===== src/rtl/mult_pkg.sv =====
// ============================================================================
//  Module   : mult_pkg
//  Purpose  : Shared types and constants for the iterative HI/LO multiplier.
//  Revision : 1.0  initial release
// ============================================================================
`default_nettype none

package mult_pkg;

    localparam int MULT_W   = 32;
    localparam int PROD_W   = 64;
    localparam int RUN_LAST = 31;

    typedef enum logic [1:0] {
        IDLE = 2'd0,
        RUN  = 2'd1,
        SIGN = 2'd2
    } mult_state_t;

endpackage

`default_nettype wire


===== src/rtl/cond_neg.sv =====
// ============================================================================
//  Module   : cond_neg
//  Purpose  : Combinational conditional two's-complement negate (y = n ? -a : a).
//  Revision : 1.0  initial release
// ============================================================================
`default_nettype none

module cond_neg #(
    parameter int W = 32
) (
    input  logic [W-1:0] a,
    input  logic         n,
    output logic [W-1:0] y
);

    assign y = n ? (~a + W'(1)) : a;

endmodule

`default_nettype wire


===== src/rtl/mult_unit.sv =====
// ============================================================================
//  Module   : mult_unit
//  Purpose  : Iterative shift-add mult/multu owning the HI/LO registers.
//             Define MULT_EARLY_TERM_EN to end the RUN loop once the
//             remaining multiplier bits are all zero.
//  Revision : 1.0  initial release
// ============================================================================
`default_nettype none

module mult_unit
    import mult_pkg::*;
#(
    parameter int WIDTH = MULT_W
) (
    input  logic             clk,
    input  logic             reset,
    input  logic             multstartE,
    input  logic             multsgnE,
    input  logic [WIDTH-1:0] srcaE,
    input  logic [WIDTH-1:0] srcbE,
    output logic             busy,
    output logic             done,
    output logic [WIDTH-1:0] hi,
    output logic [WIDTH-1:0] lo
);

    localparam int CNT_W  = $clog2(WIDTH);
    localparam int LAST_I = (WIDTH == MULT_W) ? RUN_LAST : WIDTH - 1;
    localparam logic [CNT_W-1:0] CNT_LAST = CNT_W'(LAST_I);

    mult_state_t          state;
    mult_state_t          state_nxt;
    logic [2*WIDTH-1:0]   mcand;
    logic [2*WIDTH-1:0]   acc;
    logic [2*WIDTH-1:0]   prod;
    logic [WIDTH-1:0]     mplier;
    logic [WIDTH-1:0]     mag_a;
    logic [WIDTH-1:0]     mag_b;
    logic [CNT_W-1:0]     count;
    logic                 neg;
    logic                 run_last;

    cond_neg #(.W(WIDTH)) u_mag_a (
        .a (srcaE),
        .n (multsgnE & srcaE[WIDTH-1]),
        .y (mag_a)
    );

    cond_neg #(.W(WIDTH)) u_mag_b (
        .a (srcbE),
        .n (multsgnE & srcbE[WIDTH-1]),
        .y (mag_b)
    );

    cond_neg #(.W(2*WIDTH)) u_prod (
        .a (acc),
        .n (neg),
        .y (prod)
    );

`ifdef MULT_EARLY_TERM_EN
    // Stop once the shifted multiplier has no set bits left to add.
    assign run_last = (count == CNT_LAST) || (mplier[WIDTH-1:1] == '0);
`else
    assign run_last = (count == CNT_LAST);
`endif

    always_ff @(posedge clk or negedge reset) begin
        if (!reset) begin
            state <= IDLE;
        end else begin
            state <= state_nxt;
        end
    end

    always_comb begin
        state_nxt = state;
        case (state)
            IDLE:    if (multstartE) state_nxt = RUN;
            RUN:     if (run_last)   state_nxt = SIGN;
            SIGN:    state_nxt = IDLE;
            default: state_nxt = IDLE;
        endcase
    end

    always_comb begin
        busy = (state != IDLE);
    end

    always_ff @(posedge clk or negedge reset) begin
        if (!reset) begin
            mcand  <= '0;
            mplier <= '0;
            acc    <= '0;
            count  <= '0;
            neg    <= 1'b0;
            hi     <= '0;
            lo     <= '0;
            done   <= 1'b0;
        end else begin
            done <= (state == SIGN);
            case (state)
                IDLE: begin
                    if (multstartE) begin
                        mcand  <= {{WIDTH{1'b0}}, mag_a};
                        mplier <= mag_b;
                        neg    <= multsgnE & (srcaE[WIDTH-1] ^ srcbE[WIDTH-1]);
                        acc    <= '0;
                        count  <= '0;
                    end
                end
                RUN: begin
                    if (mplier[0]) begin
                        acc <= acc + mcand;
                    end
                    mcand  <= mcand << 1;
                    mplier <= mplier >> 1;
                    count  <= count + CNT_W'(1);
                end
                SIGN: begin
                    {hi, lo} <= prod;
                end
                default: ;
            endcase
        end
    end

endmodule

`default_nettype wire


===== config.mk =====
export PLATFORM = sky130hd
export DESIGN_NAME = mult_unit
export DESIGN_NICKNAME = d
export VERILOG_FILES = /design/src/rtl/mult_pkg.sv /design/src/rtl/cond_neg.sv /design/src/rtl/mult_unit.sv
export SDC_FILE = /design/constraint.sdc
export NUM_CORES = 1
export LEC_CHECK = 0
export CAP_MARGIN = 20
export CORE_ASPECT_RATIO = 0.75
export CORE_MARGIN = 3
export CORE_UTILIZATION = 45
export DETAILED_ROUTE_END_ITERATION = 10
export GPL_ROUTABILITY_DRIVEN = 0
export PLACE_DENSITY = 0.71
export SYNTH_ARGS = -nofsm -noshare
export SYNTH_HDL_FRONTEND = slang
export SYNTH_SLANG_ARGS = --single-unit

===== constraint.sdc =====
create_clock -name clk -period 4.86 [get_ports clk]
set_input_delay 0.972 -clock clk [delete_from_list [all_inputs] [get_ports clk]]
set_output_delay 0.972 -clock clk [all_outputs]
set_load 0.05 [all_outputs]

## Word level (Yosys, flattened, before mapping)

Cells that the tools add are included.

| word-level totals | value |
|---|---|
| bits in read-only memories | 0 |
| register bits after elaboration | 233 |
| bits in latches | 0 |
| word-level logic and storage cells | 49 |
| memories kept | 0 |
| RAM bits | 0 |

| cells by class | value |
|---|---|
| equality and inequality tests | 6 |
| reductions and logical operators | 7 |
| order comparisons | 0 |
| bitwise gates (word level) | 7 |
| add/sub/neg operators | 5 |
| div/mod/pow operators | 0 |
| multiplexer cells | 15 |
| $mul | 0 |
| shift-type cells | 0 |

Operator list:

| cell | number |
|---|---|
| $mux 64 | 4 |
| $pmux 64 s2 | 2 |
| $mux 32 | 3 |
| $add 32x1->32 const B | 2 |
| $add 64x1->64 const B | 1 |
| $add 64x64->64 | 1 |
| $not 32->32 | 2 |
| $not 64->64 | 1 |
| $pmux 32 s2 | 1 |
| $pmux 5 s2 | 1 |
| $ne 2x2->1 const B | 3 |
| $reduce_and 2->1 | 3 |
| $add 5x1->5 const B | 1 |
| $eq 5x5->1 const B | 1 |
| $mux 5 | 1 |
| $mux 2 | 2 |
| $pmux 2 s2 | 1 |
| $reduce_bool 2->1 | 2 |
| $and 1x1->1 | 3 |
| $reduce_and 3->1 | 1 |
| $eq 2x1->1 const B | 1 |
| $eq 2x2->1 const B | 1 |
| $logic_not 2->1 | 1 |
| $xor 1x1->1 | 1 |

## Longest topological paths before layout

Gate-level depths: netlist of run 1.

| logic depth | value |
|---|---|
| depth after elaboration | 5 |
| gate-level depth with buffers | 13 |

## Modules after synthesis

Synthesis of run 1 repeated with hierarchy kept, for this count alone.

| unflattened totals | value |
|---|---|
| cell total of the unflattened synthesis | 1729 |
| area, all modules | 15718.8 um^2 |

Modules (own cells, without submodules):

| module | seq. area each (um^2) | area an instance (um^2) | cells each | instances |
|---|---|---|---|---|
| mult_unit | 5830.6 | 12515.8 | 1325 | 1 |
| cond_neg at u_prod | 0.0 | 1649.1 | 206 | 1 |
| cond_neg at u_mag_a ... | 0.0 | 777.0 | 99 | 2 |

## Least setup slack after synthesis of run 1

OpenSTA, ideal clock, no wires.

| timing path | value |
|---|---|
| path kind | register -> register |
| from | reg acc[14] |
| to | reg hi[31] |
| arrival | 3.457 ns |
| library setup time | 0.129 ns |
| data required time | 4.731 ns |
| cell stages (with the launch flop) | 12 |
| path slack | 1.275 ns |
| period minus slack after synthesis | 3.585 ns |
| path through | dfrtp_1 -> or4_4 -> or4_4 -> or4_4 -> buf_6 -> nor2_4 -> nand3_2 -> or4_4 -> or3_4 -> o41ai_2 -> xor2_1 -> o21ai_1 |

| on the way | value |
|---|---|
| cells in the longest elaborated chain, start to end | 3 |

Ends and longest elaborated chain:

| element | RTL line | RTL |
|---|---|---|
| start: declaration | mult_unit.sv:34 | `logic [2*WIDTH-1:0] acc;` |
| start signal: assignment | mult_unit.sv:114 | `acc <= acc + mcand;` |
| $not 64->64 | cond_neg.sv:16 | `assign y = n ? (~a + W'(1)) : a;` |
| $add 64x1->64 | cond_neg.sv:16 |  |
| $mux 64 | cond_neg.sv:16 |  |
| end signal: assignment | mult_unit.sv:121 | `{hi, lo} <= prod;` |
| end: declaration | mult_unit.sv:23 | `output logic [WIDTH-1:0] hi,` |

Every way passes these cells.
A chain may end at the register's enable or synchronous reset.

## Worst setup path in the final report of run 1

| timing path | value |
|---|---|
| from | reg acc[14] |
| to | reg hi[30] |

Same word-level chain as after synthesis.

==> results of run 1 <==
## registers in the layout, indices dropped and copies added (netlist names)
| name | count |
|---|---|
| state | 2 |
| hi | 32 |
| lo | 32 |
| neg | 1 |
| mplier | 32 |
| acc | 64 |
| done | 1 |
| count | 5 |
| mcand | 64 |
## kinds of logic after synthesis
kind of cell / Yosys count / synth area share [%]
mux: 3 / 0.202
flops: 233 / 39.1
simple gates: 527 / 16.5
buf+inv: 121 / 3.10
compound gates: 615 / 24.9
fa+ha+maj: 69 / 5.84
xor+xnor: 175 / 10.3
## per-layer routing
layer	vias to the layer above	GRT usage (%)	wire length (microns)
met5	-	0	0
met4	0	5.82	828
met3	57	3.44	2810
met2	437	33.9	17300
met1	6377	33.8	19400
li1	6473	-	-
## cell usage in the layout (no fill, tap or decap), types with 4 or more instances in the layout
| cell | instances |
|---|---|
| sky130_fd_sc_hd__o31ai_1 | 30 |
| sky130_fd_sc_hd__o21bai_1 | 16 |
| sky130_fd_sc_hd__a21boi_0 | 5 |
| sky130_fd_sc_hd__xnor2_1 | 66 |
| sky130_fd_sc_hd__o31a_1 | 6 |
| sky130_fd_sc_hd__o211ai_1 | 5 |
| sky130_fd_sc_hd__buf_4 | 15 |
| sky130_fd_sc_hd__nor4_1 | 15 |
| sky130_fd_sc_hd__dfrtp_1 | 232 |
| sky130_fd_sc_hd__nor3_1 | 31 |
| sky130_fd_sc_hd__and3_1 | 7 |
| sky130_fd_sc_hd__nand2b_1 | 12 |
| sky130_fd_sc_hd__or4_4 | 6 |
| sky130_fd_sc_hd__nand4_1 | 20 |
| sky130_fd_sc_hd__bufinv_16 | 6 |
| sky130_fd_sc_hd__clkinv_2 | 4 |
| sky130_fd_sc_hd__and2_1 | 8 |
| sky130_fd_sc_hd__or2_2 | 6 |
| sky130_fd_sc_hd__clkbuf_16 | 27 |
| sky130_fd_sc_hd__nand2_1 | 289 |
| sky130_fd_sc_hd__nor2_1 | 59 |
| sky130_fd_sc_hd__clkinvlp_4 | 4 |
| sky130_fd_sc_hd__xor2_1 | 109 |
| sky130_fd_sc_hd__a22oi_1 | 62 |
| sky130_fd_sc_hd__o41ai_1 | 13 |
| sky130_fd_sc_hd__o21ai_1 | 6 |
| sky130_fd_sc_hd__nand3_1 | 19 |
| sky130_fd_sc_hd__clkdlybuf4s50_1 | 132 |
| sky130_fd_sc_hd__a21oi_1 | 98 |
| sky130_fd_sc_hd__o21a_1 | 9 |
| sky130_fd_sc_hd__or4_1 | 12 |
| sky130_fd_sc_hd__ha_1 | 68 |
| sky130_fd_sc_hd__o21ai_0 | 286 |
| sky130_fd_sc_hd__nor2b_1 | 10 |
| sky130_fd_sc_hd__a31oi_1 | 10 |
| sky130_fd_sc_hd__inv_1 | 28 |
| sky130_fd_sc_hd__or3_1 | 13 |
| sky130_fd_sc_hd__a21o_1 | 42 |
## report_power, final
| part | internal [mW] | leakage, nW | switching (mW) |
|---|---|---|---|
| Combinational | 2.31 | 3.97 | 3.60 |
| Sequential | 2.62 | 3.02 | 0.804 |
| Clock | 1.38 | 0.466 | 0.834 |
| Total | 6.31 | 7.46 | 5.24 |
## tightest hold or removal path, cell delays in order, from the launching register on
cell and delay (ns):
sky130_fd_sc_hd__dfrtp_1 0.34, sky130_fd_sc_hd__nand2_1 0.04, sky130_fd_sc_hd__o21ai_0 0.06
## how the worst max path moves through the flow
stage | startpoint | to | cells after the start
2_1_floorplan | acc[14] | hi[31] | 11
3_3_place_gp | acc[14] | hi[30] | 10
3_5_place_dp | srcaE[2] | mcand[25] | 11
4_1_cts | acc[14] | hi[30] | 10
5_1_grt | acc[14] | hi[30] | 10
6_report | acc[14] | hi[30] | 10
## cell type report
class	count	area [sq um]	share of cell area, %
Tap cell	442	553	3.14
Timing Repair Buffer	150	1500	8.50
Sequential cell	233	5830	33.1
Clock inverter	16	248	1.41
Multi-Input combinational cell	1389	8640	49.1
Clock buffer	32	724	4.12
Antenna cell	2	5.00	0.0284
Inverter	28	105	0.597
## through the flow
step / util, % / instance area, sq um / hold WS [ns]
4_1_cts: 54.0 / 17600 / 0.483
5_1_grt: 54.1 / 17600 / 0.495
3_5_place_dp: 51.0 / 16600 / 0.470
2_1_floorplan: - / 14900 / 0.449
6_report: 54.1 / 17600 / 0.476
3_3_place_gp: 51.0 / 16600 / 0.460
==> impl_results.html, run 1 <==
<table>
<tr><th>Metric</th><th>Value</th></tr>
<tr><th colspan="2">Power</th></tr>
<tr><td>Leakage power</td><td>7.46 nW</td></tr>
<tr><td>Pwr/cell area</td><td>656 nW/um^2</td></tr>
<tr><td>Maximum vdd ir drop</td><td>0.291 mV</td></tr>
<tr><td>Power after layout</td><td>11.5 mW</td></tr>
<tr><th colspan="2">Logic synthesis</th></tr>
<tr><td>Leading register cell type out of synthesis</td><td>sky130_fd_sc_hd__dfrtp_1</td></tr>
<tr><td>Most frequent cells after synthesis</td><td>sky130_fd_sc_hd__nand2_1 (289), sky130_fd_sc_hd__o21ai_0 (286), sky130_fd_sc_hd__dfrtp_1 (233)</td></tr>
<tr><td>Area of the mapped netlist</td><td>14900 sq um</td></tr>
<tr><td>Area share of the leading cell type in the synthesized netlist</td><td>39.1%</td></tr>
<tr><td>Yosys synthesis warning count</td><td>0</td></tr>
<tr><td>Synth cell types</td><td>62</td></tr>
<tr><td>Mean area per synthesized cell</td><td>8.55 sq um</td></tr>
<tr><td>Number of nets in the synthesized netlist</td><td>1880</td></tr>
<tr><td>Number of flops mapped to enable cells by yosys</td><td>0</td></tr>
<tr><td>Sequential element share of the synthesized area</td><td>39.1%</td></tr>
<tr><td>Synthesized instance count</td><td>1743</td></tr>
<tr><td>Synthesized flop and latch total</td><td>233</td></tr>
<tr><td>Share of flip-flops with an asynchronous set or reset after synthesis</td><td>100%</td></tr>
<tr><td>Most area-hungry cell type in the Yosys netlist</td><td>sky130_fd_sc_hd__dfrtp_1</td></tr>
<tr><td>Area contributors post-synth</td><td>sky130_fd_sc_hd__dfrtp_1 (39%), sky130_fd_sc_hd__o21ai_0 (9.6%), sky130_fd_sc_hd__nand2_1 (7.3%)</td></tr>
<tr><td>Most common cell in the synthesized netlist</td><td>sky130_fd_sc_hd__nand2_1</td></tr>
<tr><th colspan="2">STA</th></tr>
<tr><td>Final Hold Vio Count</td><td>0</td></tr>
<tr><td>Setup repair after global routing missed its margin</td><td>false</td></tr>
<tr><td>Min setup slack post-route</td><td>0.806 ns</td></tr>
<tr><td>Share of the clock period used by the worst path</td><td>83.4%</td></tr>
<tr><td>Slew at the pin closest to its max-slew limit</td><td>0.955 ns</td></tr>
<tr><td>Max Freq</td><td>247 MHz</td></tr>
<tr><td>Total negative setup slack</td><td>0 ns</td></tr>
<tr><td>Max-slew headroom</td><td>36.3%</td></tr>
<tr><td>Slew Viols, Final</td><td>0</td></tr>
<tr><td>Total setup violations reported at the end of the flow</td><td>0</td></tr>
<tr><td>Max Clock Skew</td><td>0.0226 ns</td></tr>
<tr><td>Minimum clock period after layout</td><td>4.05 ns</td></tr>
<tr><th colspan="2">Layout</th></tr>
<tr><td>NumNets Final</td><td>1965</td></tr>
<tr><td>Total of fill cells in the finished design</td><td>2958</td></tr>
<tr><td>Share of final-layout standard cells stronger than drive strength 1</td><td>5.03%</td></tr>
<tr><td>Signed area change from the synthesized netlist to the final layout</td><td>18.1%</td></tr>
<tr><td>Post-Layout Cell Count</td><td>2292</td></tr>
<tr><th colspan="2">Critical path</th></tr>
<tr><td>Worst reg2reg path depth</td><td>10</td></tr>
<tr><td>Arrival time reported for the critical path endpoint</td><td>4.50 ns</td></tr>
<tr><td>Most Frequent Cell on Critical Path</td><td>sky130_fd_sc_hd__or4_4</td></tr>
<tr><td>Max stage delay on crit path</td><td>0.57 ns</td></tr>
<tr><td>End of the worst register-to-register path</td><td>hi[30]</td></tr>
<tr><td>Ordered cell list for the critical path</td><td>or4_4 &gt; or4_4 &gt; or4_4 &gt; or4_4 &gt; nor4_4 &gt; nand3_1 &gt; o21ai_1 &gt; o21ai_0 &gt; xnor2_1 &gt; o21ai_0</td></tr>
<tr><td>Startpoint type of the worst setup path</td><td>flip-flop</td></tr>
<tr><td>Critical-path maximum fanout</td><td>5</td></tr>
<tr><td>Worst Path Class, Setup</td><td>flip-flop to flip-flop</td></tr>
<tr><td>Buffers and inverters on the worst path</td><td>0</td></tr>
<tr><td>Largest delay contributor family on the critical path</td><td>simple AND/OR/NAND/NOR gates</td></tr>
<tr><td>Setup slack, reg-to-reg</td><td>0.81 ns</td></tr>
<tr><td>CP max stage cell</td><td>sky130_fd_sc_hd__or4_4</td></tr>
<tr><td>Critical register-to-register path startpoint</td><td>acc[14]</td></tr>
<tr><td>Critical path data required time</td><td>5.31 ns</td></tr>
<tr><td>CP Capture Type</td><td>flip-flop</td></tr>
<tr><th colspan="2">Placement</th></tr>
<tr><td>Post-Place Worst Slack</td><td>0.836 ns</td></tr>
<tr><td>Buffers on Ports</td><td>133</td></tr>
<tr><td>Count of placed standard cells including taps</td><td>2241</td></tr>
<tr><td>Detail Placement HPWL</td><td>29800 microns</td></tr>
<tr><th colspan="2">Die</th></tr>
<tr><td>Core Region</td><td>32500 sq um</td></tr>
<tr><td>Std cell rows</td><td>57</td></tr>
<tr><td>Chip width</td><td>216 microns</td></tr>
<tr><td>Effective utilization at floorplan</td><td>45.8%</td></tr>
<tr><td>Top-Level Pins</td><td>134</td></tr>
<tr><td>Full die area</td><td>35400 sq um</td></tr>
<tr><td>Vertical die dimension</td><td>164 microns</td></tr>
<tr><th colspan="2">CTS</th></tr>
<tr><td>Number of gates resized after CTS</td><td>0</td></tr>
<tr><td>Clock tree from TritonCTS</td><td>yes</td></tr>
<tr><td>CTS clk-pin slew, worst paths</td><td>0.06 ns</td></tr>
<tr><td>Total number of clock tree sinks</td><td>233</td></tr>
<tr><td>CTS H-Tree Depth</td><td>1</td></tr>
<tr><td>Source-to-sink clock delay at the later pin of the worst-skew pair</td><td>0.55 ns</td></tr>
<tr><td>Number of hold buffers added after cts</td><td>0</td></tr>
<tr><td>CTS Buf Count</td><td>26</td></tr>
<tr><td>Number of buffers between clock root and the deepest sink</td><td>3</td></tr>
<tr><td>Cell at the root of the clock tree</td><td>sky130_fd_sc_hd__clkbuf_16</td></tr>
<tr><td>Post-CTS setup buffer count</td><td>0</td></tr>
<tr><th colspan="2">Detailed routing</th></tr>
<tr><td>Post-detailed-route via-to-cell ratio</td><td>5.82</td></tr>
<tr><td>DRC viols</td><td>0</td></tr>
<tr><td>Total length of routed wires</td><td>40400 microns</td></tr>
<tr><td>Detailed router's first-iteration violation count</td><td>1348</td></tr>
<tr><td>Number of iterations in the first detailed-routing pass</td><td>6</td></tr>
<tr><td>Vias post-DR</td><td>13344</td></tr>
<tr><td>Routed wire per std cell</td><td>17.6 microns</td></tr>
<tr><td>Antenna violation net count after detailed routing</td><td>0</td></tr>
<tr><th colspan="2">Min path</th></tr>
<tr><td>Hold Crit Endpoint</td><td>lo[12]</td></tr>
<tr><td>Startpoint of the lowest-slack hold path</td><td>lo[12]</td></tr>
<tr><td>Instance count along the most critical hold path</td><td>2</td></tr>
<tr><td>Worst hold path type</td><td>flip-flop to flip-flop</td></tr>
<tr><th colspan="2">Global route</th></tr>
<tr><td>Congestion Overflow GR</td><td>0</td></tr>
<tr><td>Vias in the first global route</td><td>12412</td></tr>
<tr><td>Wire length of the first global-routing pass</td><td>65400 microns</td></tr>
<tr><td>Aggregate global-route resource usage</td><td>22.5%</td></tr>
<tr><td>Initial antenna violation count</td><td>3</td></tr>
<tr><td>Largest net degree at the start of global routing</td><td>119</td></tr>
<tr><th colspan="2">Job</th></tr>
<tr><td>Max-cap violation count</td><td>0</td></tr>
<tr><th colspan="2">Status</th></tr>
<tr><td>Result of the run</td><td>completed</td></tr>
</table>
(Power assumes the default switching activity.)
==> run 2: changes to the inputs <==
--- a/config.mk
+++ b/config.mk
@@ -11,7 +11,7 @@
 export CORE_UTILIZATION = 45
 export DETAILED_ROUTE_END_ITERATION = 10
 export GPL_ROUTABILITY_DRIVEN = 0
-export PLACE_DENSITY = 0.71
+export PLACE_DENSITY = 0.73
 export SYNTH_ARGS = -nofsm -noshare
 export SYNTH_HDL_FRONTEND = slang
 export SYNTH_SLANG_ARGS = --single-unit
==> constraint.sdc (replaced) <==
create_clock -name clk -period 3.4 [get_ports clk]
set_input_delay 0.68 -clock clk [delete_from_list [all_inputs] [get_ports clk]]
set_output_delay 0.68 -clock clk [all_outputs]
set_load 0.05 [all_outputs]
==> run 2 against run 1 <==
Net effect: the run now ends with negative setup slack left; clock-buffer cell count up 1; register-to-register slack worse by 1.1 ns; worst hold slack worse by 0.34 ns; sequential power up 35%; critical path depth unchanged; utilization up 2.8 points; sequential share of layout area down 1.6 points; critical endpoint is now hi[25].
==> impl_results.html, run 2 (synthesized netlist as in run 1, its figures left out) <==
<table>
<tr><th>Metric</th><th>Value</th></tr>
<tr><th colspan="2">STA</th></tr>
<tr><td>Slew at the pin closest to its max-slew limit</td><td>0.967 ns</td></tr>
<tr><td>Max Clock Skew</td><td>0.0206 ns</td></tr>
<tr><td>Tightest hold margin</td><td>0.139 ns</td></tr>
<tr><td>Share of the clock period used by the worst path</td><td>107%</td></tr>
<tr><td>Max Freq</td><td>274 MHz</td></tr>
<tr><td>Final Hold Vio Count</td><td>0</td></tr>
<tr><td>Total negative setup slack</td><td>-2.03 ns</td></tr>
<tr><td>Setup repair after global routing missed its margin</td><td>true</td></tr>
<tr><td>Min setup slack post-route</td><td>-0.249 ns</td></tr>
<tr><td>Total setup violations reported at the end of the flow</td><td>14</td></tr>
<tr><td>Minimum clock period after layout</td><td>3.65 ns</td></tr>
<tr><td>Max-slew headroom</td><td>35.4%</td></tr>
<tr><td>Slew Viols, Final</td><td>0</td></tr>
<tr><th colspan="2">Status</th></tr>
<tr><td>Result of the run</td><td>complete, but fails checks</td></tr>
<tr><td>Violated checks</td><td>negative setup slack</td></tr>
<tr><th colspan="2">Critical path</th></tr>
<tr><td>Worst reg2reg path depth</td><td>10</td></tr>
<tr><td>Arrival time reported for the critical path endpoint</td><td>4.08 ns</td></tr>
<tr><td>End of the worst register-to-register path</td><td>hi[25]</td></tr>
<tr><td>Critical register-to-register path startpoint</td><td>acc[14]</td></tr>
<tr><td>Max stage delay on crit path</td><td>0.55 ns</td></tr>
<tr><td>Worst Path Class, Setup</td><td>flip-flop to flip-flop</td></tr>
<tr><td>Setup slack, reg-to-reg</td><td>-0.25 ns</td></tr>
<tr><td>Most Frequent Cell on Critical Path</td><td>sky130_fd_sc_hd__or4_4</td></tr>
<tr><td>Crit path capture</td><td>hi[25]</td></tr>
<tr><td>Ordered cell list for the critical path</td><td>or4_4 &gt; or4_4 &gt; or4_4 &gt; nor2_4 &gt; nand3_4 &gt; or4_4 &gt; or3_4 &gt; o41ai_4 &gt; xor2_1 &gt; o21ai_1</td></tr>
<tr><td>CP max stage cell</td><td>sky130_fd_sc_hd__or4_4</td></tr>
<tr><td>Critical-path maximum fanout</td><td>6</td></tr>
<tr><td>Largest delay contributor family on the critical path</td><td>simple AND/OR/NAND/NOR gates</td></tr>
<tr><td>Worst Setup SP</td><td>acc[14]</td></tr>
<tr><td>Startpoint type of the worst setup path</td><td>flip-flop</td></tr>
<tr><td>Critical path data required time</td><td>3.83 ns</td></tr>
<tr><td>Stages on worst setup path</td><td>10</td></tr>
<tr><td>CP Capture Type</td><td>flip-flop</td></tr>
<tr><td>Buffers and inverters on the worst path</td><td>0</td></tr>
<tr><th colspan="2">Detailed routing</th></tr>
<tr><td>Number of iterations in the first detailed-routing pass</td><td>5</td></tr>
<tr><td>Vias post-DR</td><td>13793</td></tr>
<tr><td>Detailed router's first-iteration violation count</td><td>1388</td></tr>
<tr><td>Routed wire per std cell</td><td>17.4 microns</td></tr>
<tr><td>DRC viols</td><td>0</td></tr>
<tr><td>Total length of routed wires</td><td>41500 microns</td></tr>
<tr><td>Antenna violation net count after detailed routing</td><td>0</td></tr>
<tr><td>Post-detailed-route via-to-cell ratio</td><td>5.78</td></tr>
<tr><th colspan="2">Min path</th></tr>
<tr><td>Worst hold path type</td><td>input port to asynchronous set/reset pin</td></tr>
<tr><th colspan="2">Power</th></tr>
<tr><td>Pwr/cell area</td><td>933 nW/um^2</td></tr>
<tr><td>Leakage power</td><td>7.97 nW</td></tr>
<tr><td>Maximum vdd ir drop</td><td>0.453 mV</td></tr>
<tr><td>Power after layout</td><td>17.3 mW</td></tr>
<tr><th colspan="2">CTS</th></tr>
<tr><td>Number of hold buffers added after cts</td><td>0</td></tr>
<tr><td>Number of buffers between clock root and the deepest sink</td><td>3</td></tr>
<tr><td>Total number of clock tree sinks</td><td>233</td></tr>
<tr><td>Clock tree from TritonCTS</td><td>yes</td></tr>
<tr><td>CTS H-Tree Depth</td><td>1</td></tr>
<tr><td>Cell at the root of the clock tree</td><td>sky130_fd_sc_hd__clkbuf_16</td></tr>
<tr><td>CTS Buf Count</td><td>26</td></tr>
<tr><td>Source-to-sink clock delay at the later pin of the worst-skew pair</td><td>0.55 ns</td></tr>
<tr><td>CTS clk-pin slew, worst paths</td><td>0.06 ns</td></tr>
<tr><th colspan="2">Global route</th></tr>
<tr><td>Vias in the first global route</td><td>13051</td></tr>
<tr><td>Largest net degree at the start of global routing</td><td>90</td></tr>
<tr><td>Congestion Overflow GR</td><td>0</td></tr>
<tr><td>Wire length of the first global-routing pass</td><td>67100 microns</td></tr>
<tr><td>Initial antenna violation count</td><td>0</td></tr>
<tr><td>Aggregate global-route resource usage</td><td>22.9%</td></tr>
<tr><th colspan="2">Die</th></tr>
<tr><td>Core Region</td><td>32500 sq um</td></tr>
<tr><td>Chip width</td><td>216 microns</td></tr>
<tr><td>Std cell rows</td><td>57</td></tr>
<tr><td>Full die area</td><td>35400 sq um</td></tr>
<tr><td>Top-Level Pins</td><td>134</td></tr>
<tr><td>Vertical die dimension</td><td>164 microns</td></tr>
<tr><td>Effective utilization at floorplan</td><td>45.8%</td></tr>
<tr><th colspan="2">Layout</th></tr>
<tr><td>Most common cell after layout, fill and taps aside</td><td>sky130_fd_sc_hd__nand2_1</td></tr>
<tr><td>Share of final-layout standard cells stronger than drive strength 1</td><td>10.9%</td></tr>
<tr><td>NumNets Final</td><td>2067</td></tr>
<tr><td>Signed area change from the synthesized netlist to the final layout</td><td>24.1%</td></tr>
<tr><td>Total of fill cells in the finished design</td><td>2909</td></tr>
<tr><td>Commonest cells after routing, fill and taps aside</td><td>sky130_fd_sc_hd__nand2_1 (289), sky130_fd_sc_hd__o21ai_0 (278), sky130_fd_sc_hd__dfrtp_1 (232)</td></tr>
<tr><td>Count of inserted antenna diode cells</td><td>0</td></tr>
<tr><td>Registers with the most flip-flops</td><td>acc (64), mcand (64)</td></tr>
<tr><td>Utilization after layout</td><td>56.9%</td></tr>
<tr><th colspan="2">Placement</th></tr>
<tr><td>Buffers on Ports</td><td>133</td></tr>
<tr><td>Detail Placement HPWL</td><td>31200 microns</td></tr>
<tr><th colspan="2">Job</th></tr>
<tr><td>Max-cap violation count</td><td>0</td></tr>
</table>
[run 2: cell count changes in the layout (fill, tap and decap cells not counted), moves of 3 or more]
| cell | change |
|---|---|
| sky130_fd_sc_hd__o21ai_0 | -8 |
| sky130_fd_sc_hd__bufinv_16 | -3 |
| sky130_fd_sc_hd__buf_4 | +97 |
| sky130_fd_sc_hd__o31ai_1 | -3 |
| sky130_fd_sc_hd__buf_12 | +4 |
| sky130_fd_sc_hd__o21ai_1 | +3 |
| sky130_fd_sc_hd__o41ai_4 | +4 |
| sky130_fd_sc_hd__o21ai_2 | +4 |
[run 2: how the worst min path moves through the flow]
stage	cells past startpoint	to	slack (ns)	from
6_report	1	lo[13]	0.14	reset
5_1_grt	1	lo[28]	0.19	reset
4_1_cts	1	lo[13]	0.15	reset
3_5_place_dp	2	lo[18]	0.47	lo[18]
3_3_place_gp	2	lo[26]	0.46	lo[26]
2_1_floorplan	0	acc[0]	0.38	reset
[run 2: timing repair]
item                                    in CTS  in global routing
pin swaps                                    3                  6
buffers inserted                             0                  0
endpoints found under the setup margin      19                 34
resized for setup                           12                 29
[run 2: per-stage QoR]
stage	setup slack [ns]	area [sq um]	instances
finish	-0.249	18500	2387
CTS	-0.235	18400	2387
global route	-0.380	18500	2387
global placement	-0.272	17400	2344
detailed placement	-0.323	17400	2344
floorplan	-0.184	14900	1743
[run 2: cell type report]
type	count	area [sq um]	area share, %
Clock buffer	33	727	3.93
Clock inverter	10	141	0.764
Inverter	28	105	0.568
Multi-Input combinational cell	1389	8840	47.8
Sequential cell	233	5830	31.5
Tap cell	442	553	2.99
Timing Repair Buffer	252	2300	12.4
[run 2: metal layers]
metal	up-vias	wire length, microns	track usage (%)
met5	-	0	0
met4	0	886	6.08
met3	61	2640	3.03
met2	436	18500	36.5
met1	6630	19500	33.0
li1	6666	-	-
[run 2: report_power, final]
group	internal (mW)	total [mW]	switching, mW
clock network	1.73	2.87	1.15
logic	4.03	9.76	5.73
registers	3.75	4.63	0.887
